[config.mk]
export PLATFORM = sky130hd
export DESIGN_NAME = aes_key_sched_ctrl
export DESIGN_NICKNAME = d
export VERILOG_FILES = /design/src/rtl/aes_key_sched_ctrl.sv
export SDC_FILE = /design/constraint.sdc
export NUM_CORES = 1
export LEC_CHECK = 0
export CORE_AREA = 2 2 60 62
export DETAILED_ROUTE_END_ITERATION = 8
export DIE_AREA = 0 0 62 64
export MAX_ROUTING_LAYER = met4
export PLACE_DENSITY = 0.54
export SYNTH_ARGS = -nofsm -noshare
export SYNTH_HDL_FRONTEND = slang
export SYNTH_SLANG_ARGS = --single-unit
[constraint.sdc]
create_clock -name clk -period 1.6 [get_ports clk]
set_clock_uncertainty 0.1 [all_clocks]
set_input_delay 0.16 -clock clk [delete_from_list [all_inputs] [get_ports clk]]
set_output_delay 0.16 -clock clk [all_outputs]
set_load 0.005 [all_outputs]
[src/rtl/aes_key_sched_ctrl.sv]
// aes_key_sched_ctrl: sequencing FSM for the masked 32-bit AES-128 key datapath (forward/inverse schedule).
// Optional KEY_CTRL_REKEY_LOOP_EN adds the rewind input and a 4-cycle REWIND state that restores the original key.
module aes_key_sched_ctrl #(
  parameter int SB_LAT  = 6,
  parameter int NROUNDS = 10
) (
  input  logic       clk,
  input  logic       rst,
  input  logic       in_valid,
  input  logic       in_inverse,
  output logic       in_ready,
  input  logic       hold,
`ifdef KEY_CTRL_REKEY_LOOP_EN
  input  logic       rewind,
`endif
  output logic       sb_req,
  output logic       init,
  output logic       enable,
  output logic       loop,
  output logic       add_from_sb,
  output logic       rcon_rst,
  output logic       rcon_update,
  output logic       rcon_inverse,
  output logic       enable_buffer_from_sbox,
  output logic       rst_buffer_from_sbox,
  output logic       col_valid,
  output logic [1:0] col_idx,
  output logic [3:0] round_idx,
  output logic       done
);
`ifdef KEY_CTRL_REKEY_LOOP_EN
  typedef enum logic [2:0] {IDLE, FETCH, WAIT, COL, REWIND} state_t;
`else
  typedef enum logic [1:0] {IDLE, FETCH, WAIT, COL} state_t;
`endif
  localparam logic [3:0] WAIT_INIT = 4'(SB_LAT - 2);
  localparam logic [3:0] LAST      = 4'(NROUNDS - 1);
  state_t     state, state_n;
  logic [3:0] round, round_n, wcnt, wcnt_n;
  logic [1:0] col, col_n;
  logic       inv, inv_n, done_n;
  always_ff @(posedge clk or posedge rst) begin
    if (rst) begin
      state <= IDLE;
      round <= '0;
      col   <= '0;
      wcnt  <= '0;
      inv   <= 1'b0;
      done  <= 1'b0;
    end else begin
      state <= state_n;
      round <= round_n;
      col   <= col_n;
      wcnt  <= wcnt_n;
      inv   <= inv_n;
      done  <= done_n;
    end
  end
`ifdef KEY_CTRL_REKEY_LOOP_EN
  logic armed;
  // a rewind only makes sense once a full schedule has left the last round key in the datapath
  always_ff @(posedge clk or posedge rst) begin
    if (rst) armed <= 1'b0;
    else if (done_n) armed <= 1'b1;
    else if (init || state_n == REWIND) armed <= 1'b0;
  end
`endif
  always_comb begin
    state_n = state;
    round_n = round;
    col_n = col;
    wcnt_n = wcnt;
    inv_n = inv;
    done_n = 1'b0;
    in_ready = 1'b0;
    sb_req = 1'b0;
    init = 1'b0;
    enable = 1'b0;
    loop = 1'b0;
    add_from_sb = 1'b0;
    rcon_rst = 1'b0;
    rcon_update = 1'b0;
    enable_buffer_from_sbox = 1'b0;
    rst_buffer_from_sbox = 1'b0;
    col_valid = 1'b0;
    col_idx = state == COL ? col : 2'd0;
    round_idx = state == IDLE ? 4'd0 : round;
    rcon_inverse = state != IDLE && inv;
    case (state)
      IDLE: begin
        in_ready = !rst;
        if (in_valid && !rst) begin
          init = 1'b1;
          enable = 1'b1;
          rcon_rst = 1'b1;
          inv_n = in_inverse;
          round_n = 4'd0;
          state_n = FETCH;
        end
`ifdef KEY_CTRL_REKEY_LOOP_EN
        else if (rewind && armed && !rst) begin
          col_n = 2'd0;
          state_n = REWIND;
        end
`endif
      end
      FETCH: begin
        sb_req = 1'b1;
        rst_buffer_from_sbox = inv;
        enable_buffer_from_sbox = inv;
        wcnt_n = WAIT_INIT;
        state_n = WAIT;
      end
      // the S-box pipeline cannot stall, so hold is not looked at until COL
      WAIT: begin
        wcnt_n = wcnt == 4'd0 ? wcnt : wcnt - 4'd1;
        col_n = 2'd0;
        state_n = wcnt == 4'd0 ? COL : WAIT;
      end
      COL: if (!hold) begin
        enable = 1'b1;
        col_valid = 1'b1;
        add_from_sb = col == 2'd0;
        enable_buffer_from_sbox = inv;
        col_n = col + 2'd1;
        if (col == 2'd3) begin
          rcon_update = 1'b1;
          done_n = round == LAST;
          round_n = round == LAST ? 4'd0 : round + 4'd1;
          state_n = round == LAST ? IDLE : FETCH;
        end
      end
`ifdef KEY_CTRL_REKEY_LOOP_EN
      REWIND: begin
        loop = 1'b1;
        enable = 1'b1;
        rcon_rst = col == 2'd0;
        col_n = col + 2'd1;
        state_n = col == 2'd3 ? IDLE : REWIND;
      end
`endif
      default: state_n = IDLE;
    endcase
  end
endmodule

; ---- Yosys cells after proc, flatten, opt, wreduce, memory -nomap -nowiden
; Cells that the tools add are included.
[totals]
output_inout_bits = 19
elab_cells = 68
reg_bits = 14
in_bits = 5
[classes]
reduce_logical = 15
n_mux = 35
n_addsub = 3
n_eq_ne = 9
[op_table]
columns = operator, count
row1 = $mux 4, 6
row2 = $mux 1, 18
row3 = $pmux 4 s2, 2
row4 = $mux 2, 5
row5 = $pmux 2 s4, 1
row6 = $reduce_bool 2->1, 4
row7 = $eq 2x2->1 const B, 3
row8 = $reduce_and 2->1, 3
row9 = $add 4x1->4 const B, 1
row10 = $eq 4x4->1 const B, 1
row11 = $logic_not 2->1, 2
row12 = $logic_not 4->1, 1
row13 = $ne 2x1->1 const B, 2
row14 = $ne 2x2->1 const B, 2
row15 = $pmux 1 s2, 2
row16 = $pmux 2 s2, 1
row17 = $reduce_and 4->1, 1
row18 = $sub 4x1->4 const B, 1
row19 = $reduce_and 3->1, 1
row20 = $add 2x1->2 const B, 1
row21 = $eq 2x1->1 const B, 1
row22 = $logic_and 1x1->1, 2
row23 = $logic_not 1->1, 1

; ---- Longest topological paths before layout
; Gate-level depths: netlist of the first run.
[logic_depth]
depth_word = 5
depth_mapped = 7
ltp_nobuf = 6

; ---- Worst setup path after synthesis of the first run
; Ideal clock, no wire load.
[synth_timing]
path_type = reg-to-reg
start = reg state[0]
end = reg round[1]
n_path_buf = 1
synth_period_minus_slack_ps = 1719
setup_time_ps = 83
required_ps = 1417
slack_ps = -119
stages_incl_launch_ff = 7
arrival_time_ps = 1536
path_cell_list = dfrtp_1 > inv_1 > ha_1 > clkbuf_2 > a221oi_4 > or3b_1 > o21ai_0
[synth_between]
elab_chain_len = 3
elab_cells_between_ends = 8
cone_classes = 4 x eq/ne / 1 x mux / 3 x reduce/logical
[synth_rtl]
columns = item, line
row1 = start: declaration, 38  ; state_t state, state_n;
row2 = start signal: assignment, 51  ; state <= state_n;
row3 = $eq 2x2->1 or $logic_not 2->1 (tied branches), 89  ; case (state)
row4 = "$ne 2x1->1 (no line), or another cell as far along", n/a
row5 = $reduce_and 4->1 (no line), n/a
row6 = end signal: assignment, 52  ; round <= round_n;
row7 = end: declaration, 39  ; logic [3:0] round, round_n, wcnt, wcnt_n;
; Parallel ways exist; a longest one is shown, timed or not.
; A chain may end at the register's enable or synchronous reset.

; ---- Worst setup path in the final report of the first run
[layout_timing]
start = reg state[1]
end = out in_ready
[layout_between]
elab_chain_len = 2
[layout_rtl]
columns = item, line
row1 = $logic_not 2->1, 89
row2 = $mux 1, 89
row3 = end: declaration, 11  ; output logic in_ready,
; No other way between the ends.

==> key figures, run 1 <==
Timing
  – Slew Limit Fails: 0
  – Fmax: a little under 600 MHz
  – Hold_ws: 46.5 ps
  – Final period util: 108%
  – RSZ-0062 raised after global routing: yes
  – Final TNS setup: -1140 ps
  – Final hold violations: 0
  – Final critical-path required period: approximately 1700 ps
  – # setup viols final: 14
  – Setup ws final: -131 ps

CTS
  – Hold_buf cts: 0
  – CTS buffer count: 3
  – H-tree depth: 1
  – # clock sinks: 14
  – Clock-pin slew on the worst setup and hold paths: ~90 ps
  – Clock Path Buffers: 2
  – Clock root cell: clkbuf_4
  – Worst skew pair latency: ~300 ps
  – CTS tree: built

Finish
  – Commonest non-fill, non-tap cell in the layout: buf_4
  – Layout Nets: 178
  – Area growth, synth to finish: 68.5%
  – Reg area: approximately 350 um^2
  – Fraction of layout cells with a size suffix above 1: around 51%
  – N_diodes: 0
  – Fill cells: between 300 and 400
  – Design Area, Final: between 0.0015 and 0.002 mm^2
  – Most frequent cells in the layout: 21 x buf_4, 17 x buf_6, 12 x dfrtp_1
  – Area of the multi-input gates: ~670 um^2

Pwr
  – Maximum vdd drop: ~0.00096 V
  – Leakage: ~0.77 nW
  – Power Density: between 1500 and 2000 mW/mm^2
  – Total Power: 2.93 mW

Outcome
  – Status: finished with violations
  – Failing checks: setup timing

Placement
  – Final Wtd Congestion: between 0.8 and 0.9
  – Pre-CTS WS: -275 ps
  – Buffers on Ports: 22
  – Post-DP HPWL: between 1500 and 2000 um
  – Placed cell area: ~0.0014 mm^2

Worst setup path
  – CP required: approximately 1300 ps
  – Crit end category: output port
  – Crit-path max FO: 4
  – Startpoint types: flip-flop
  – Data arrival, critical path: 1470 ps
  – Setup CP Type: flip-flop to output port

Global route
  – Number of global-route vias before repair: between 900 and 1k
  – Largest net degree at the start of global routing: 14
  – GRT Resource Usage Total: between 10% and 20%
  – Gr ovfl total: 0
  – First-pass GRT wire length: about 4400 um
  – Initial antenna violation count: 0

Synthesis
  – Count of cell types in the netlist: 30
  – Post-synthesis sequential area ratio: between 30% and 40%
  – YS warnings: 0
  – Synthesized area: 966 um^2
  – Syn Inst Count: roughly 110
  – Yosys reg bits: 14
  – Syn avg cell area: about 9.2 um^2
  – Post-synthesis net count: around 120

Floorplan
  – IO Count: 24
  – Die width: between 60 and 70 um
  – Core area: approximately 0.0033 mm^2
  – Die footprint: 0.00397 mm^2
  – Row Count: 21
  – Die Ht: around 64 um
  – Initial Util: approximately 29%

Worst hold path
  – Worst hold path class: input port to async pin

Drt
  – Routed length per instance: roughly 12 um
  – Final wirelength: 2460 um
  – DRC: 0
  – Vias after detailed routing: 920
  – Antenna Nets Post-Route: 0
  – Avg Vias per Cell: about 4.5
  – First drt pass iteration count: 4
  – DR iter-0 viols: 27

Run
  – Max-cap violation count: 0
-- sequential cells by signal, indices dropped and copies added, names as in the netlist --
signal and flops:
round 4, wcnt 4, state 2, inv 1, col 2, done 1
-- through the flow --
step	std cells	utilization [%]
6_report	206	49.6
5_1_grt	206	49.6
4_1_cts	204	47.6
3_5_place_dp	190	42.2
3_3_place_gp	190	42.2
2_1_floorplan	105	-
-- repair_timing --
action | 4_1_cts | 5_1_grt
gates resized for setup | 105 | 12
setup buffers | 11 | 2
pin swaps | 11 | 1
endpoints found under the setup margin | 25 | 29
-- cell families after synthesis --
group	synth area share (%)
AO/OA/AOI/OAI	14.6
adder cells (fa/ha/maj)	15.5
buffers and inverters	6.73
flip-flops	36.3
multiplexers	3.37
other	0.388
AND/OR/NAND/NOR	23.1
-- cell type report --
| class | instances | area share (%) |
|---|---|---|
| inverters | 12 | 3.07 |
| multi-input cells | 76 | 41.4 |
| flip-flops and latches | 14 | 21.7 |
| clock buffers | 4 | 2.23 |
| repair buffers | 54 | 28.1 |
| well taps | 46 | 3.54 |
-- synth_stat cells --
master / instances / area share [%]
nand2_1: 6 / 2.3
mux2i_1: 1 / 1.0
a221oi_4: 1 / 2.7
a22oi_1: 1 / 0.78
or3b_1: 1 / 0.91
nor2_1: 9 / 3.5
nand2b_1: 4 / 2.6
o221ai_1: 1 / 0.91
buf_4: 2 / 1.6
a21oi_1: 3 / 1.6
a22o_1: 1 / 0.91
a31oi_1: 1 / 0.65
o21ai_1: 1 / 0.52
nor3_1: 3 / 1.6
o2bb2ai_1: 1 / 0.91
nor3b_1: 1 / 0.78
mux2_2: 2 / 2.3
o21ai_0: 9 / 4.7
nor2b_1: 4 / 2.6
nand3b_1: 1 / 0.78
nand2b_4: 1 / 1.4
a221o_1: 1 / 1.0
and2_1: 5 / 3.2
nand3_1: 2 / 1.0
clkbuf_2: 1 / 0.52
dfrtp_1: 14 / 36
ha_1: 12 / 16
and2b_1: 3 / 2.3
inv_1: 12 / 4.7
conb_1: 1 / 0.39
-- power by group --
group | switching [mW] | internal (mW)
Clock | 0.135 | 0.139
Sequential | 0.149 | 0.497
Combinational | 0.866 | 1.15
-- final timing paths --
check                      slack [ps]              endpoint  cells past startpoint                  from
min in group clk                  390       inv$_DFFE_PP0P_                      2            in_inverse
setup / recovery                 -130              in_ready                      6  state[1]$_DFFE_PP0P_
hold / removal                     50       inv$_DFFE_PP0P_                      2                   rst
max in group asynchronous         960  state[0]$_DFFE_PP0P_                      3                   rst
hold reg to reg                   430   wcnt[3]$_DFFE_PP0P_                      2   wcnt[3]$_DFFE_PP0P_
setup reg to reg                 -110  round[1]$_DFFE_PP0P_                      7  state[1]$_DFFE_PP0P_
-- critical path: stages, from the launching register on --
cell     delay, ps
dfrtp_2        460
inv_4          100
ha_4           140
nor2b_4        180
buf_4          130
buf_6           70
buf_2           90
-- metal layers --
| layer | wire length, um | part of all wire [%] | vias up | track usage [%] |
|---|---|---|---|---|
| met1 | 1070 | 43 | 442 | 18.5 |
| met5 | 0 | 0 | - | - |
| li1 | - | - | 460 | - |
| met2 | 1260 | 51 | 14 | 23.3 |
| met3 | 101 | 4.1 | 4 | 4.45 |
| met4 | 39 | 1.6 | 0 | 6.38 |
No activity file was read; power rests on OpenSTA's default activity.
==> run 2: changes to the inputs <==
Settings changed: CORE_AREA 2 2 60 62 to 2 2 69 55, DIE_AREA 0 0 62 64 to 0 0 71 57, PLACE_DENSITY 0.54 to 0.53.
==> run 2 against run 1 <==
Effect of this change: the run still ends with setup timing left; hold slack better by 50 ps; maximum frequency grew 2.3%; sequential share of layout area rose by 0.71 points; power decreased by 1.4%; sequential power down 3%; utilization is 4.2 points lower; flip-flop and latch count unchanged; count of clock-buffer cells in the layout shrank 1; via count down 4.6%; largest cell class unchanged; largest power group unchanged.
==> key figures, run 2 (synthesis gave the netlist of run 1 again) <==
Placement
  – Placed cell area: 0.00140 mm^2 (+0.72%)
  – Post-DP HPWL: 1760 um (-1.9%)
  – Placed insts: 188 (-1.1%)
  – Final Wtd Congestion: 0.793 (-5.6%)
  – Pre-CTS WS: -233 ps (+42.2 ps)
  – Buffers on Ports: 22 (unchanged)

Pwr
  – Power Density: 1850 mW/mm^2 (+2.6%)
  – Int Pwr: 1.75 mW (-1.9%)
  – Switching power: 1.14 mW (-0.56%)
  – Maximum vdd drop: 0.000630 V (-34%)
  – Sequential power share: 21.6% (-0.4 points)
  – Sw frac: 39.5% (+0.32 points)
  – Leakage: 0.753 nW (-2.4%)
  – Clock share of power: 10.0% (+0.6 points)
  – Combinational share of power: 68.4% (-0.2 points)
  – Total Power: 2.89 mW (-1.4%)

Timing
  – Fmax: 591 MHz (+2.3%)
  – RSZ-0062 raised after global routing: yes
  – Hold_ws: 96.7 ps (+50.1 ps)
  – Slew Limit Fails: 0 (unchanged)
  – Final hold violations: 0 (unchanged)
  – Final critical-path required period: 1690 ps (-38.5 ps)
  – Final period util: 106% (-2.4 points)
  – Final TNS setup: -611 ps (+528 ps)
  – # setup viols final: 13 (-1)
  – Setup ws final: -92.2 ps (+38.5 ps)

Finish
  – Commonest non-fill, non-tap cell in the layout: buf_4
  – Fraction of layout cells with a size suffix above 1: 49.4% (-1.3 points)
  – Design Area, Final: 0.00157 mm^2 (-3.8%)
  – Top Registers: round: 4 flops, wcnt: 4 flops
  – Most frequent cells in the layout: 23 x buf_4, 14 x dfrtp_1, 14 x buf_2
  – Fill cells: 319 (-0.93%)
  – Layout Cells excl Fill: 200 (-2.9%)
  – Area growth, synth to finish: 62.0%
  – Util after Layout: 45.4% (-4.2 points)
  – Layout Nets: 177 (-0.56%)
  – N_diodes: 0 (unchanged)

Outcome
  – Status: finished with violations
  – Failing checks: setup timing

Floorplan
  – Die width: 71 um (+15%)
  – IO Count: 24 (unchanged)
  – Die footprint: 0.00405 mm^2 (+2.0%)
  – Core area: 0.00345 mm^2 (+5.0%)
  – Row Count: 19 (-9.5%)
  – Initial Util: 28.0% (-1.4 points)
  – Die Ht: 57 um (-11%)

CTS
  – Clock-pin slew on the worst setup and hold paths: 60 ps (-30 ps)
  – CTS tree: built
  – CTS buffer count: 3 (unchanged)
  – Hold_buf cts: 0 (unchanged)
  – Worst skew pair latency: 240 ps (-60 ps)
  – H-tree depth: 1 (unchanged)
  – # clock sinks: 14 (unchanged)
  – Clock Path Buffers: 2 (unchanged)
  – Clock root cell: clkbuf_8

Global route
  – Initial antenna violation count: 0 (unchanged)
  – First-pass GRT wire length: 4190 um (-4.3%)
  – GRT Resource Usage Total: 13.7% (-1.6 points)
  – Gr ovfl total: 0 (unchanged)
  – Number of global-route vias before repair: 929 (-4.6%)
  – Largest net degree at the start of global routing: 13 (-1)

Drt
  – Routed length per instance: 12.4 um (+3.7%)
  – Antenna Nets Post-Route: 0 (unchanged)
  – Final wirelength: 2480 um (+0.65%)
  – Vias after detailed routing: 878 (-4.6%)
  – First drt pass iteration count: 2 (-2)
  – Avg Vias per Cell: 4.39 (-1.7%)
  – DRC: 0 (unchanged)
  – DR iter-0 viols: 24 (-11%)

Worst hold path
  – Worst hold path class: input port to async pin

Run
  – Max-cap violation count: 0 (unchanged)

Worst setup path
  – R2R Setup Slk: -90 ps (+20 ps)
  – Max incr delay on CP: 420 ps (-40 ps)
  – CP max stage cell: dfrtp_1
  – CP required: 1340 ps (about the same)
  – Crit-path cells: inv_2 -> buf_4 -> buf_6 -> ha_4 -> a21oi_2 -> nor2b_1 -> buf_2
  – Setup CP Type: flip-flop to output port
  – Data arrival, critical path: 1430 ps (-40 ps)
  – Crit end category: output port
  – Crit-path max FO: 4 (unchanged)
  – Startpoint types: flip-flop
run 2: cell count changes in the layout (fill, tap and decap cells not counted), moves of 2 or more:
cell      delta
buf_2        +4
buf_4        +2
dfrtp_2      -2
o21ai_0      -5
o21ai_1      +4
clkbuf_4     -3
clkbuf_8     +2
dfrtp_1      +2
buf_6        -7
run 2: routing by layer:
layer  global-route usage [%]  part of all wire [%]
met1                     17.5                    48
met2                     21.9                    48
met3                     1.59                   2.3
met4                     6.47                   1.4
met5                        -                     0
run 2: layout make-up:
type / count / area (um^2) / share of cell area, %
inverters: 12 / 47.5 / 3.04
flip-flops and latches: 14 / 350 / 22.4
clock buffers: 3 / 41.3 / 2.64
well taps: 42 / 52.6 / 3.36
repair buffers: 53 / 410 / 26.2
multi-input cells: 76 / 663 / 42.4
run 2: power groups by stage:
| stage | Clock (mW) | Combinational (mW) | Sequential, mW |
|---|---|---|---|
| 6_report | 0.288 | 1.98 | 0.625 |
| 5_1_grt | 0.311 | 2.17 | 0.646 |
| 4_1_cts | 0.300 | 1.86 | 0.617 |
| 3_5_place_dp | 0 | 1.61 | 0.623 |
| 3_3_place_gp | 0 | 1.59 | 0.617 |
| 2_1_floorplan | 0 | 0.834 | 0.603 |
run 2: repair_timing:
item	in CTS	in global routing
resized for setup	99	13
endpoints found under the setup margin	21	25
pin swaps	12	7
setup buffers	6	3
cloned	0	0
run 2: critical path, delay by kind of cell, from the launching register on:
kind                     cells  cell delay (ps)
AND/OR/NAND/NOR              1               50
AO/OA/AOI/OAI                1              100
buffers and inverters        4              450
adder cells (fa/ha/maj)      1              170
flip-flops                   1              420
run 2: path summary, 6_finish.rpt:
path / startpoint / endpoint / cells past startpoint
hold reg to reg: wcnt[0]$_DFFE_PP0P_ / wcnt[0]$_DFFE_PP0P_ / 1
setup / recovery: state[1]$_DFFE_PP0P_ / enable_buffer_from_sbox / 7
setup reg to reg: state[1]$_DFFE_PP0P_ / round[1]$_DFFE_PP0P_ / 6
hold / removal: rst / col[1]$_DFFE_PP0P_ / 2
max in group asynchronous: rst / wcnt[2]$_DFFE_PP0P_ / 3
min in group clk: wcnt[0]$_DFFE_PP0P_ / wcnt[0]$_DFFE_PP0P_ / 1
==> run 3: changes to the inputs <==
Settings changed: CAP_MARGIN set to 20.
==> results of run 3 <==
Same layout as run 2: the final DEF is identical, and so are final timing and power.
